`src/rtl/dispatch_ctrl_pkg.sv`:
```
// Shared constants, state encoding and opcode helper for the dispatch stage.
package dispatch_ctrl_pkg;

  localparam int DATA_WIDTH        = 32;
  localparam int INSTRUCTION_WIDTH = 32;
  localparam int OP_RANGE          = 7;

  localparam logic [6:0]  LOAD_OP  = 7'b0000011;
  localparam logic [6:0]  STORE_OP = 7'b0100011;
  localparam logic [31:0] NOP_INST = 32'h00000013;

  typedef enum logic {
    DISPATCH_RUN   = 1'b0,
    DISPATCH_FLUSH = 1'b1
  } dispatch_state_t;

  function automatic logic is_mem_op(input logic [INSTRUCTION_WIDTH-1:0] inst);
    return (inst[OP_RANGE-1:0] == LOAD_OP) || (inst[OP_RANGE-1:0] == STORE_OP);
  endfunction

endpackage

```
`src/rtl/dispatch_ctrl_inst_fifo.sv`:
```
// Circular instruction buffer: push at tail, pop at head, clear on flush.
module inst_fifo
  import dispatch_ctrl_pkg::*;
#(
  parameter int DEPTH = 4
) (
  input  logic                         clk,
  input  logic                         rst,
  input  logic                         push,
  input  logic                         pop,
  input  logic                         clear,
  input  logic [INSTRUCTION_WIDTH-1:0] wr_inst,
  input  logic [DATA_WIDTH-1:0]        wr_pc,
  input  logic                         wr_pred,
  output logic [$clog2(DEPTH):0]       count,
  output logic [INSTRUCTION_WIDTH-1:0] head_inst,
  output logic [DATA_WIDTH-1:0]        head_pc,
  output logic                         head_pred
);

  localparam int PW = $clog2(DEPTH);
  localparam logic [PW:0]   CNT_ONE = (PW+1)'(1);
  localparam logic [PW-1:0] PTR_ONE = PW'(1);

  logic [INSTRUCTION_WIDTH-1:0] mem_inst [DEPTH];
  logic [DATA_WIDTH-1:0]        mem_pc   [DEPTH];
  logic                         mem_pred [DEPTH];
  logic [PW-1:0]                head;
  logic [PW-1:0]                tail;

  // Storage and pointer update; pointers wrap naturally at DEPTH (power of two).
  always_ff @(posedge clk) begin
    if (rst) begin
      head  <= {PW{1'b0}};
      tail  <= {PW{1'b0}};
      count <= {(PW+1){1'b0}};
      for (int i = 0; i < DEPTH; i++) begin
        mem_inst[i] <= {INSTRUCTION_WIDTH{1'b0}};
        mem_pc[i]   <= {DATA_WIDTH{1'b0}};
        mem_pred[i] <= 1'b0;
      end
    end else if (clear) begin
      head  <= {PW{1'b0}};
      tail  <= {PW{1'b0}};
      count <= {(PW+1){1'b0}};
    end else begin
      if (push) begin
        mem_inst[tail] <= wr_inst;
        mem_pc[tail]   <= wr_pc;
        mem_pred[tail] <= wr_pred;
        tail           <= tail + PTR_ONE;
      end
      if (pop) begin
        head <= head + PTR_ONE;
      end
      case ({push, pop})
        2'b10:   count <= count + CNT_ONE;
        2'b01:   count <= count - CNT_ONE;
        default: count <= count;
      endcase
    end
  end

  assign head_inst = (count != {(PW+1){1'b0}}) ? mem_inst[head] : {INSTRUCTION_WIDTH{1'b0}};
  assign head_pc   = (count != {(PW+1){1'b0}}) ? mem_pc[head]   : {DATA_WIDTH{1'b0}};
  assign head_pred = (count != {(PW+1){1'b0}}) ? mem_pred[head] : 1'b0;

endmodule

```
`src/rtl/dispatch_ctrl.sv`:
```
// Dispatch sequencer: buffers fetched instructions and feeds decode when
// ROB/RS/LSQ have room; blocks for a fixed recovery window after a flush.
module dispatch_ctrl
  import dispatch_ctrl_pkg::*;
#(
  parameter int DEPTH        = 4,
  parameter int FLUSH_CYCLES = 1
) (
  input  logic                         clk,
  input  logic                         rst,
  input  logic                         in_fetch_valid,
  input  logic [INSTRUCTION_WIDTH-1:0] in_fetch_inst,
  input  logic [DATA_WIDTH-1:0]        in_fetch_pc,
  input  logic                         in_fetch_predicted_taken,
  output logic                         out_fetch_ready,
  input  logic                         in_rob_almost_full,
  input  logic                         in_rs_almost_full,
  input  logic                         in_lsq_almost_full,
  input  logic                         in_flush,
  output logic                         out_decode_ena,
  output logic [INSTRUCTION_WIDTH-1:0] out_inst,
  output logic [DATA_WIDTH-1:0]        out_current_pc,
  output logic                         out_predicted_taken
);

  localparam int PW = $clog2(DEPTH);
  localparam logic [PW:0] FULL_CNT = (PW+1)'(DEPTH);

  dispatch_state_t state;
  logic [2:0]      cnt;
  logic [PW:0]     count;
  logic            push;
  logic            run;
  logic            is_mem;

  assign run             = (state == DISPATCH_RUN) && !in_flush;
  assign is_mem          = is_mem_op(out_inst);
  assign out_fetch_ready = (count != FULL_CNT) && run;
  assign out_decode_ena  = run && (count != {(PW+1){1'b0}}) && !in_rob_almost_full
                           && !in_rs_almost_full && !(is_mem && in_lsq_almost_full);
  assign push            = in_fetch_valid && out_fetch_ready;

  // Recovery FSM: a flush (even one arriving mid-recovery) reloads the hold counter.
  always_ff @(posedge clk) begin
    if (rst) begin
      state <= DISPATCH_RUN;
      cnt   <= 3'd0;
    end else if (in_flush) begin
      state <= DISPATCH_FLUSH;
      cnt   <= 3'(FLUSH_CYCLES - 1);
    end else begin
      case (state)
        DISPATCH_RUN: begin
          state <= DISPATCH_RUN;
          cnt   <= cnt;
        end
        DISPATCH_FLUSH: begin
          if (cnt == 3'd0) begin
            state <= DISPATCH_RUN;
          end else begin
            cnt <= cnt - 3'd1;
          end
        end
        default: begin
          state <= DISPATCH_RUN;
          cnt   <= 3'd0;
        end
      endcase
    end
  end

  inst_fifo #(.DEPTH(DEPTH)) u_fifo (
    .clk       (clk),
    .rst       (rst),
    .push      (push),
    .pop       (out_decode_ena),
    .clear     (in_flush),
    .wr_inst   (in_fetch_inst),
    .wr_pc     (in_fetch_pc),
    .wr_pred   (in_fetch_predicted_taken),
    .count     (count),
    .head_inst (out_inst),
    .head_pc   (out_current_pc),
    .head_pred (out_predicted_taken)
  );

endmodule
```
`config.mk`:
```
export PLATFORM = sky130hd
export DESIGN_NAME = dispatch_ctrl
export DESIGN_NICKNAME = d
export VERILOG_FILES = /design/src/rtl/dispatch_ctrl_pkg.sv /design/src/rtl/dispatch_ctrl_inst_fifo.sv /design/src/rtl/dispatch_ctrl.sv
export SDC_FILE = /design/constraint.sdc
export NUM_CORES = 1
export LEC_CHECK = 0
export CAP_MARGIN = 5
export CORE_ASPECT_RATIO = 1.1
export CORE_MARGIN = 2
export CORE_UTILIZATION = 48
export CTS_CLUSTER_DIAMETER = 40
export CTS_CLUSTER_SIZE = 8
export DETAILED_ROUTE_END_ITERATION = 8
export HOLD_SLACK_MARGIN = 0.05
export PLACE_DENSITY = 0.8
export SETUP_SLACK_MARGIN = 0.02
export SLEW_MARGIN = 20
export SYNTH_ARGS = -nofsm -noshare
export SYNTH_HDL_FRONTEND = slang
export SYNTH_HIERARCHICAL = 1
export SYNTH_SLANG_ARGS = --single-unit
```
`constraint.sdc`:
```
create_clock -name clk -period 17.35 [get_ports clk]
set_clock_uncertainty 0.15 [all_clocks]
set_input_delay 5.205 -clock clk [delete_from_list [all_inputs] [get_ports clk]]
set_output_delay 5.205 -clock clk [all_outputs]
set_load 0.1 [all_outputs]
```
==> reports/qor.tcl <==
set qor(reg2regPathDepth) 11
set qor(global_route.overflow_total) 0
set qor(detailedPlace.worstSlack_ns) 4.140
set qor(crit_path_end_kind) {output pin}
set qor(ys_async_sr_fraction_pct) 0
set qor(detail_route.wirelength_mm) 25.81
set qor(wl_per_cell_um) 20.15
set qor(ctsLongestPathBuffers) 3
set qor(critical-path-top-cell-by-count) {sky130_fd_sc_hd__clkdlybuf4s50_1}
set qor(synth_cell_types) 35
set qor(timing_max_transition_violations_final) 0
set qor(total_power_mw) 1.590
set qor(tns_ns) 0
set qor(maximum_number_of_pins_on_one_net_before_global_route_repair) 66
set qor(synth.largest_area_cell) {sky130_fd_sc_hd__edfxtp_1}
set qor(post_layout_nonfiller_instances) 1281
set qor(core_box_area_um2) 25260
set qor(hold-path-cell-count) 2
set qor(detailroute.via_count) 6709
set qor(leakage_component_of_the_power_nw) 5.288
set qor(final_layout_size_suffix_gt1_share_pct) 15.74
set qor(synth_cells) 772
set qor(pwr_density_cell_nw_per_um2) 104.5
set qor(depth_of_the_cts_h_tree) 2
set qor(cts_setup_buffers) 0
set qor(grt_setup_unrepaired) {no}
set qor(worst_slew_margin_rel_pct) 30.09
set qor(synth-main-ff-cell) {sky130_fd_sc_hd__edfxtp_1}
set qor(antenna_violations_before_repair) 0
set qor(synth_enable_flop_cells) 260
set qor(gpl_congestion) 0.7164
set qor(cap_viol_max_count) 0
set qor(yosys_register_bits) 273
set qor(cts_hold_buf) 0
set qor(pwr-share-clk_pct) 46.8
set qor(seq_power_share_pct) 47.5
set qor(crit_slowest_cell) {sky130_fd_sc_hd__clkdlybuf4s50_1}
set qor(power_report.internal_total_mw) 1.264
set qor(path_cells) {clkdlybuf4s50_1, nor4_1, o311a_1, clkdlybuf4s50_1}
set qor(design_area_um2) 15210
set qor(clock_pin_slew_of_the_registers_on_the_worst_case_setup_and_hold_paths_ns) 0.05
set qor(critical_path.startpoint_type) {input pin}
set qor(maxClockFrequency_ghz) 0.07552
set qor(numPortBuffers) 138
set qor(drcViolationCount) 0
set qor(postLayoutCoreUtil_pct) 60.20
set qor(die_width_um) 156.8
set qor(grt_pass1_vias) 7131
set qor(avgViaCountPerCell) 5.237
set qor(post-dp-hpwl_mm) 13.91
set qor(floorplan.io_pins) 139
set qor(synthesized_area_um2) 12330
set qor(critPathMaxFanout) 9
set qor(place_inst) 1217
set qor(cts_buffers) 43
set qor(synth.yosys.warnings) 6
set qor(post_placement_cell_area_um2) 13940
set qor(hold_violations) 0
set qor(fillers) 1899
set qor(cp.required_ns) 11.99
set qor(first_pass_grt_wire_length_mm) 39.61
set qor(setup_slack_ns) 4.108
set qor(multiInputGateArea_um2) 3936
set qor(share_of_the_synthesized_area_in_the_top_cell_type_pct) 63.31
set qor(synth.yosys.seq_area_share_pct) 65.42
set qor(syn_area_per_cell_um2) 15.98
set qor(fin_hold_ws_ns) 0.3648
set qor(clockRootBuffer) {sky130_fd_sc_hd__clkbuf_16}
set qor(cp_slowest_stage_delay_ns) 1.17
set qor(detailedRoute.firstPassIterationCount) 5
set qor(worstHoldPathType) {reg2reg}
set qor(switching_share_pct) 20.49
set qor(critPathKind) {in2out}
set qor(finalSetupViolations) 0
set qor(fp.dieArea_um2) 26990
set qor(global_route.usage.total_pct) 19.59
set qor(regArea_um2) 8075
set qor(syn_nets) 848
set qor(timing.final.crit_share_pct) 76.32
set qor(clock_sink_count) 273
set qor(vdd_ir_drop_max_mv) 0.08466
set qor(transition_at_the_pin_with_the_smallest_max_transition_slack_ns) 1.049
set qor(yosys-top-cells-area) {sky130_fd_sc_hd__edfxtp_1 63%, sky130_fd_sc_hd__and2_1 13%, sky130_fd_sc_hd__mux4_2 12%, sky130_fd_sc_hd__nor2b_1 3.3%, sky130_fd_sc_hd__dfxtp_1 2.1%}
set qor(clock_latency_ns) 0.51
set qor(chipHeight_um) 172.1
set qor(first_iter_violations) 401
set qor(tritoncts) {built}
set qor(areaGrowthSynthToFinish_pct) 23.30
set qor(status) {finished, final reports clean}
set qor(post-route-min-period_ns) 13.24
set qor(postCtsResizedCells) 0
set qor(placement_rows) 61
set qor(start_util_pct) 48.82
set qor(synthMostInstantiatedCell) {sky130_fd_sc_hd__and2_1}
set qor(synth.cells.most_frequent) {261 x sky130_fd_sc_hd__and2_1, 260 x sky130_fd_sc_hd__edfxtp_1, 65 x sky130_fd_sc_hd__mux4_2, 65 x sky130_fd_sc_hd__nor2b_1}
set qor(drt.antenna.violating_nets) 0
set qor(final_nets) 993
set qor(comb_power_share_pct) 5.7
set qor(critPathArrivalTime_ns) 7.89
set qor(power.net_switching_uw) 325.7
layer usage:
metal  global-route usage, %  share of wire [%]
met1                   23.53                 40
met2                   35.39                 53
met3                   3.885                5.2
met4                   6.502                1.7
met5                       0                  0
power groups by stage:
stage	clock network, mW	registers (mW)	logic [mW]
floorplan	0	0.766	0.0513
global placement	0	0.766	0.0895
detailed placement	0	0.768	0.0903
CTS	0.760	0.756	0.0906
global route	0.786	0.757	0.0959
finish	0.744	0.755	0.0904
worst paths after layout:
path                                     from                      endpoint  slack, ns
hold reg to reg   u_fifo/head[1]$_SDFFE_PP0P_   u_fifo/head[1]$_SDFFE_PP0P_       0.36
setup reg to reg                     register  u_fifo/count[2]$_SDFFE_PP0P_      13.20
hold / removal    u_fifo/head[1]$_SDFFE_PP0P_   u_fifo/head[1]$_SDFFE_PP0P_       0.36
setup / recovery                     in_flush                out_decode_ena       4.11
worst max-delay path: cells and delay by family:
family,cells,cell delay (ns)
AO/OA/AOI/OAI,1,0.30
buffers and inverters,2,1.94
AND/OR/NAND/NOR,1,0.44
cell usage in the layout, fill, tap and decap left out, drive strengths merged, types with 3 or more instances in the layout:
master	instances
nor3	3
xor2	3
nor2b	65
or2	3
inv	9
clkbuf	55
nor4	3
edfxtp	260
clkdlybuf4s50	138
clkinv	6
and2	261
ha	3
mux4	65
buf	12
xnor2	4
dfxtp	13
nor2	14
area by class of cell:
| type | count | area share, % |
|---|---|---|
| antenna | 1 | 0.01646 |
| clock buffer | 55 | 7.718 |
| clock inverter | 7 | 0.4032 |
| inverter | 9 | 0.2221 |
| multi-input combinational | 440 | 25.88 |
| sequential | 273 | 53.10 |
| tap | 346 | 2.847 |
| timing repair buffer | 150 | 9.807 |
flip-flops by register name, summed over array words and instances (netlist names), named ones only:
name and flops:
u_fifo/mem_pred 4, cnt 3, u_fifo/count 3, u_fifo/head 2, u_fifo/mem_inst 128, u_fifo/tail 2, u_fifo/mem_pc 128, state 1
cell families (layout without fill, tap and decap cells):
| group | count (synthesis) | count (layout) | synth area share [%] |
|---|---|---|---|
| AND/OR/NAND/NOR | 355 | 355 | 18.05 |
| flip-flops | 273 | 273 | 65.42 |
| multiplexers | 65 | 65 | 11.87 |
| buffers and inverters | 59 | 221 | 3.074 |
| AO/OA/AOI/OAI | 9 | 9 | 0.6290 |
| XOR/XNOR | 7 | 7 | 0.4971 |
| adder cells (fa/ha/maj) | 4 | 4 | 0.4667 |
| other | 0 | 1 | 0 |
Note: power is estimated with default switching activity, not from simulation.
==> patch 1: new RTL, config.mk and constraints unchanged <==
`DEPTH` is set to 4 in 2 places; all go to 2.
--- a/src/rtl/dispatch_ctrl_inst_fifo.sv
+++ b/src/rtl/dispatch_ctrl_inst_fifo.sv
@@ -2,7 +2,7 @@
 module inst_fifo
   import dispatch_ctrl_pkg::*;
 #(
-  parameter int DEPTH = 4
+  parameter int DEPTH = 2
 ) (
   input  logic                         clk,
   input  logic                         rst,
--- a/src/rtl/dispatch_ctrl.sv
+++ b/src/rtl/dispatch_ctrl.sv
@@ -3,7 +3,7 @@
 module dispatch_ctrl
   import dispatch_ctrl_pkg::*;
 #(
-  parameter int DEPTH        = 4,
+  parameter int DEPTH        = 2,
   parameter int FLUSH_CYCLES = 1
 ) (
   input  logic                         clk,
Behaviour: not the same (Yosys sat finds a counterexample within 4 cycles, from zero or initial values and one cycle with rst high).
==> patch 1 against the original RTL <==
Largest cell class unchanged; area after synthesis decreased by 49%; critical path type unchanged; combinational power down 24%; sequential cell count decreased by 134; sequential share of layout area fell by 3.8 points; core utilization is 3.4 points higher; design area down 45%; critical endpoint unchanged; highest routed layer unchanged; non-clock buffer count decreased by 8; register-to-register slack better by 1.0 ns; routed wire length decreased by 48%; total power down 51%; worst setup slack better by 0.12 ns.
==> patch 1: results (changes against the original RTL) <==
=================================================================================
Number of optimization iterations in the first detailed-route pass              4   -1
Fraction of synthesis flops using an asynchronous set or reset pin             0%   unchanged
Non-filler instance count after layout                                        778   -39%
Total of cells resized after clock tree synthesis                               0   unchanged
Reg2Reg Launch Point                                                 u_fifo/count[0]
Clock network power consumption                                          0.333 mW   -55%
Antenna Diode Count                                                             0   -1
Leakage Power                                                             3.26 nW   -38%
Slew of the pin with the lowest slew margin                               1.02 ns   -0.0245 ns
Total of warnings raised by yosys                                               6   unchanged
Number of CTS-inserted buffers                                                 17   -60%
Post-layout nets                                                              679   -32%
Hold path start                                                       u_fifo/head
Number of enable flip-flop cells after synthesis                              130   -50%
Number of global-route vias before repair                                    4328   -39%
Total routing usage reported by global routing                              19.7%   +0.092 points
Worst-path cell with the longest stage delay                         clkdlybuf4s50_1
Outcome                                                              finished clean
Combinational Power Share                                                    8.7%   +3.0 points
Distinct cells, synth                                                          30   -14%
Antenna violations before repair                                                0   unchanged
Top cell types by occurrence after synthesis                         and3_1, edfxtp_1, nor2_1, mux2i_1, clkbuf_2
Largest voltage drop on the vdd net                                       54.4 uV   -36%
Insertion delay to the later sink of the worst-skew pair                  0.41 ns   -0.10 ns
Worst setup startpoint                                                   in_flush
Post-CTS Setup Bufs                                                             0   unchanged
Via/cell ratio                                                               5.38   +2.8%
Largest registers                                                    u_fifo/mem_inst x64, u_fifo/mem_pc x64, cnt x3
Final weighted congestion in routability-driven placement                   0.713   -0.46%
Final wirelength                                                          13.5 mm   -48%
Setup slack after placement                                               4.23 ns   +0.0923 ns
Net Count, Synth                                                              560   -34%
Count of input and output buffers                                             138   unchanged
Number of placed instances with taps included                                 745   -39%
Class of the most critical hold timing path                            reg -> reg
Family with the most delay on the worst path                         buffers and inverters
Largest net degree at the start of global routing                             131   +98%
Clock root buffer                                                       clkbuf_16
Global-route wire length before repair                                    21.4 mm   -46%
Post-synthesis average cell area                                       13.1 sq um   -18%
PwrDens                                                              94.8 nW/um^2   -9.3%
Critical-path maximum fanout                                                    9   unchanged
Share of synthesized area occupied by flip-flops and latches                64.3%   -1.1 points
Violation count after the first detailed-routing iteration                    232   -42%
CTS clk-pin slew, worst paths                                             0.05 ns   about the same
Largest cells by area after synthesis                                edfxtp_1, and3_1, mux2i_1, nor2_1, dfxtp_1
Placed standard-cell area                                              7730 sq um   -45%
Cell Int Power                                                           0.613 mW   -51%
Share of cells above drive strength 1                                       6.81%   -8.9 points
Clock H-tree levels                                                             4   +2
Peak per-stage delay on the critical path                                 1.20 ns   +0.03 ns
Arrival time at the worst endpoint                                        7.77 ns   -0.12 ns
DPL Wire Length                                                           7.56 mm   -46%
Maximum buffer depth of the clock tree                                          2   -1
=================================================================================
patch 1: area by class of cell:
cell class / instances / area, sq um
well taps: 161 / 201
clock inverters: 11 / 103
clock buffers: 21 / 440
flip-flops and latches: 139 / 4090
inverters: 6 / 22.5
repair buffers: 142 / 1430
multi-input cells: 298 / 2010
fillers: 1001 / 4750
patch 1: worst paths after layout:
kind                         endpoint  slack [ns]  depth (start not counted)
setup / recovery       out_decode_ena        4.23                          5
hold / removal                   flop        0.37                          2
setup reg to reg  u_fifo/mem_pc[0][7]       14.23                          7
hold reg to reg                  flop        0.37                          2
patch 1: cells by family after synthesis:
family / synth area share, %
compound gates: 1.14
flops: 64.3
simple gates: 18.5
buf+inv: 4.55
mux: 10.2
fa+ha+maj: 0.591
xor+xnor: 0.689
patch 1: per-layer routing:
layer | global-route usage [%] | vias up | share of wire (%)
met2 | 33.4 | 130 | 50
met5 | 0 | - | 0
met1 | 24.2 | 2026 | 42
li1 | - | 2017 | -
met4 | 7.03 | 0 | 1.3
met3 | 5.21 | 16 | 6.2
==> patch 2: new RTL, same settings <==
Made on the original files. Register the output `out_predicted_taken`, without a reset; this adds one clock of latency there. The other outputs are not delayed to match.
--- a/src/rtl/dispatch_ctrl.sv
+++ b/src/rtl/dispatch_ctrl.sv
@@ -25,6 +25,8 @@
 
   localparam int PW = $clog2(DEPTH);
   localparam logic [PW:0] FULL_CNT = (PW+1)'(DEPTH);
+
+  logic out_predicted_taken_d;
 
   dispatch_state_t state;
   logic [2:0]      cnt;
@@ -81,7 +83,11 @@
     .count     (count),
     .head_inst (out_inst),
     .head_pc   (out_current_pc),
-    .head_pred (out_predicted_taken)
+    .head_pred (out_predicted_taken_d)
   );
 
+  always_ff @(posedge clk) begin
+    out_predicted_taken <= out_predicted_taken_d;
+  end
+
 endmodule
Behaviour: not the same (a bounded check fails within 4 cycles, from zero or initial values and one cycle with rst high).
==> patch 2 against the original RTL <==
Register-to-register slack worse by 0.30 ns; sequential cell count up 1; sequential power about the same; routed wire length up 0.15%; combinational power about the same; design area up 0.67%; worst setup slack worse by 0.18 ns; via count up 0.58%; total power up 2.2%; sequential share of layout area down 0.22 points; non-clock buffer count up 1; area after synthesis up 0.16%; cell count up 1.1%; synthesized cell count up 0.13%.
==> patch 2: results (changes against the original RTL) <==
========================================================================
Non-Clock Buffer Area Fraction                                     9.79%   -0.016 points
Share of cells above drive strength 1                              15.8%   +0.067 points
Cell Int Power                                                   1.29 mW   +2.1%
Outcome                                                     finished clean
Relative area change from synthesis to final layout                23.9%
Non-filler instance count after layout                              1295   +1.1%
Final wirelength                                                 25.8 mm   +0.15%
Non-clk bufs                                                         151   +0.67%
Worst Reg2Reg Path Length in Cells                                    12   +1
Number of global-route vias before repair                           7370   +3.4%
Worst hold slack                                                0.397 ns   +0.0322 ns
Hold path start                                                   cnt[1]
DR vias                                                             6748   +0.58%
Met1 Routed Length                                               10.5 mm   +1.6%
Final weighted congestion in routability-driven placement          0.736   +2.7%
Filler Cell Count                                                   1891   -0.42%
Antenna violations before repair                                       1   +1
FF+latch area                                                 8100 sq um   +0.25%
Number of placed instances with taps included                       1219   +0.16%
Setup slack after placement                                      3.92 ns   -0.218 ns
Gate count of the mapped netlist                                     773   +0.13%
Flop2flop setup slack                                           12.90 ns   -0.30 ns
Leakage Power                                                    5.33 nW   +0.75%
Met3 wire length                                                 1.36 mm   +2.3%
Net Count, Synth                                                     849   +0.12%
Clk_buf instances                                                     69   +25%
========================================================================
-- patch 2: cell types whose count changed after synthesis, sizes merged --
cell	before	now
dfxtp	13	14
-- patch 2: power groups by stage --
stage,Sequential [mW],Combinational (mW),Clock (mW)
final,0.757,0.0903,0.777
after global routing,0.758,0.0959,0.822
after CTS,0.757,0.0906,0.789
after floorplan,0.769,0.0510,0
after detailed placement,0.770,0.0903,0
after global placement,0.768,0.0894,0
-- patch 2: critical path, cell delays in order --
cell,delay (ns)
clkdlybuf4s50_1,0.63
nor4_1,0.66
o311a_1,0.35
clkdlybuf4s50_1,1.20
-- patch 2: cells by family (layout without fill, tap and decap cells) --
kind of cell / count (synthesis) / in the layout / share of synthesized area (%)
flip-flops: 274 / 274 / 65.5
AND/OR/NAND/NOR: 355 / 355 / 18.0
AO/OA/AOI/OAI: 9 / 9 / 0.628
adder cells (fa/ha/maj): 4 / 4 / 0.466
multiplexers: 65 / 65 / 11.9
XOR/XNOR: 7 / 7 / 0.496
buffers and inverters: 59 / 235 / 3.07
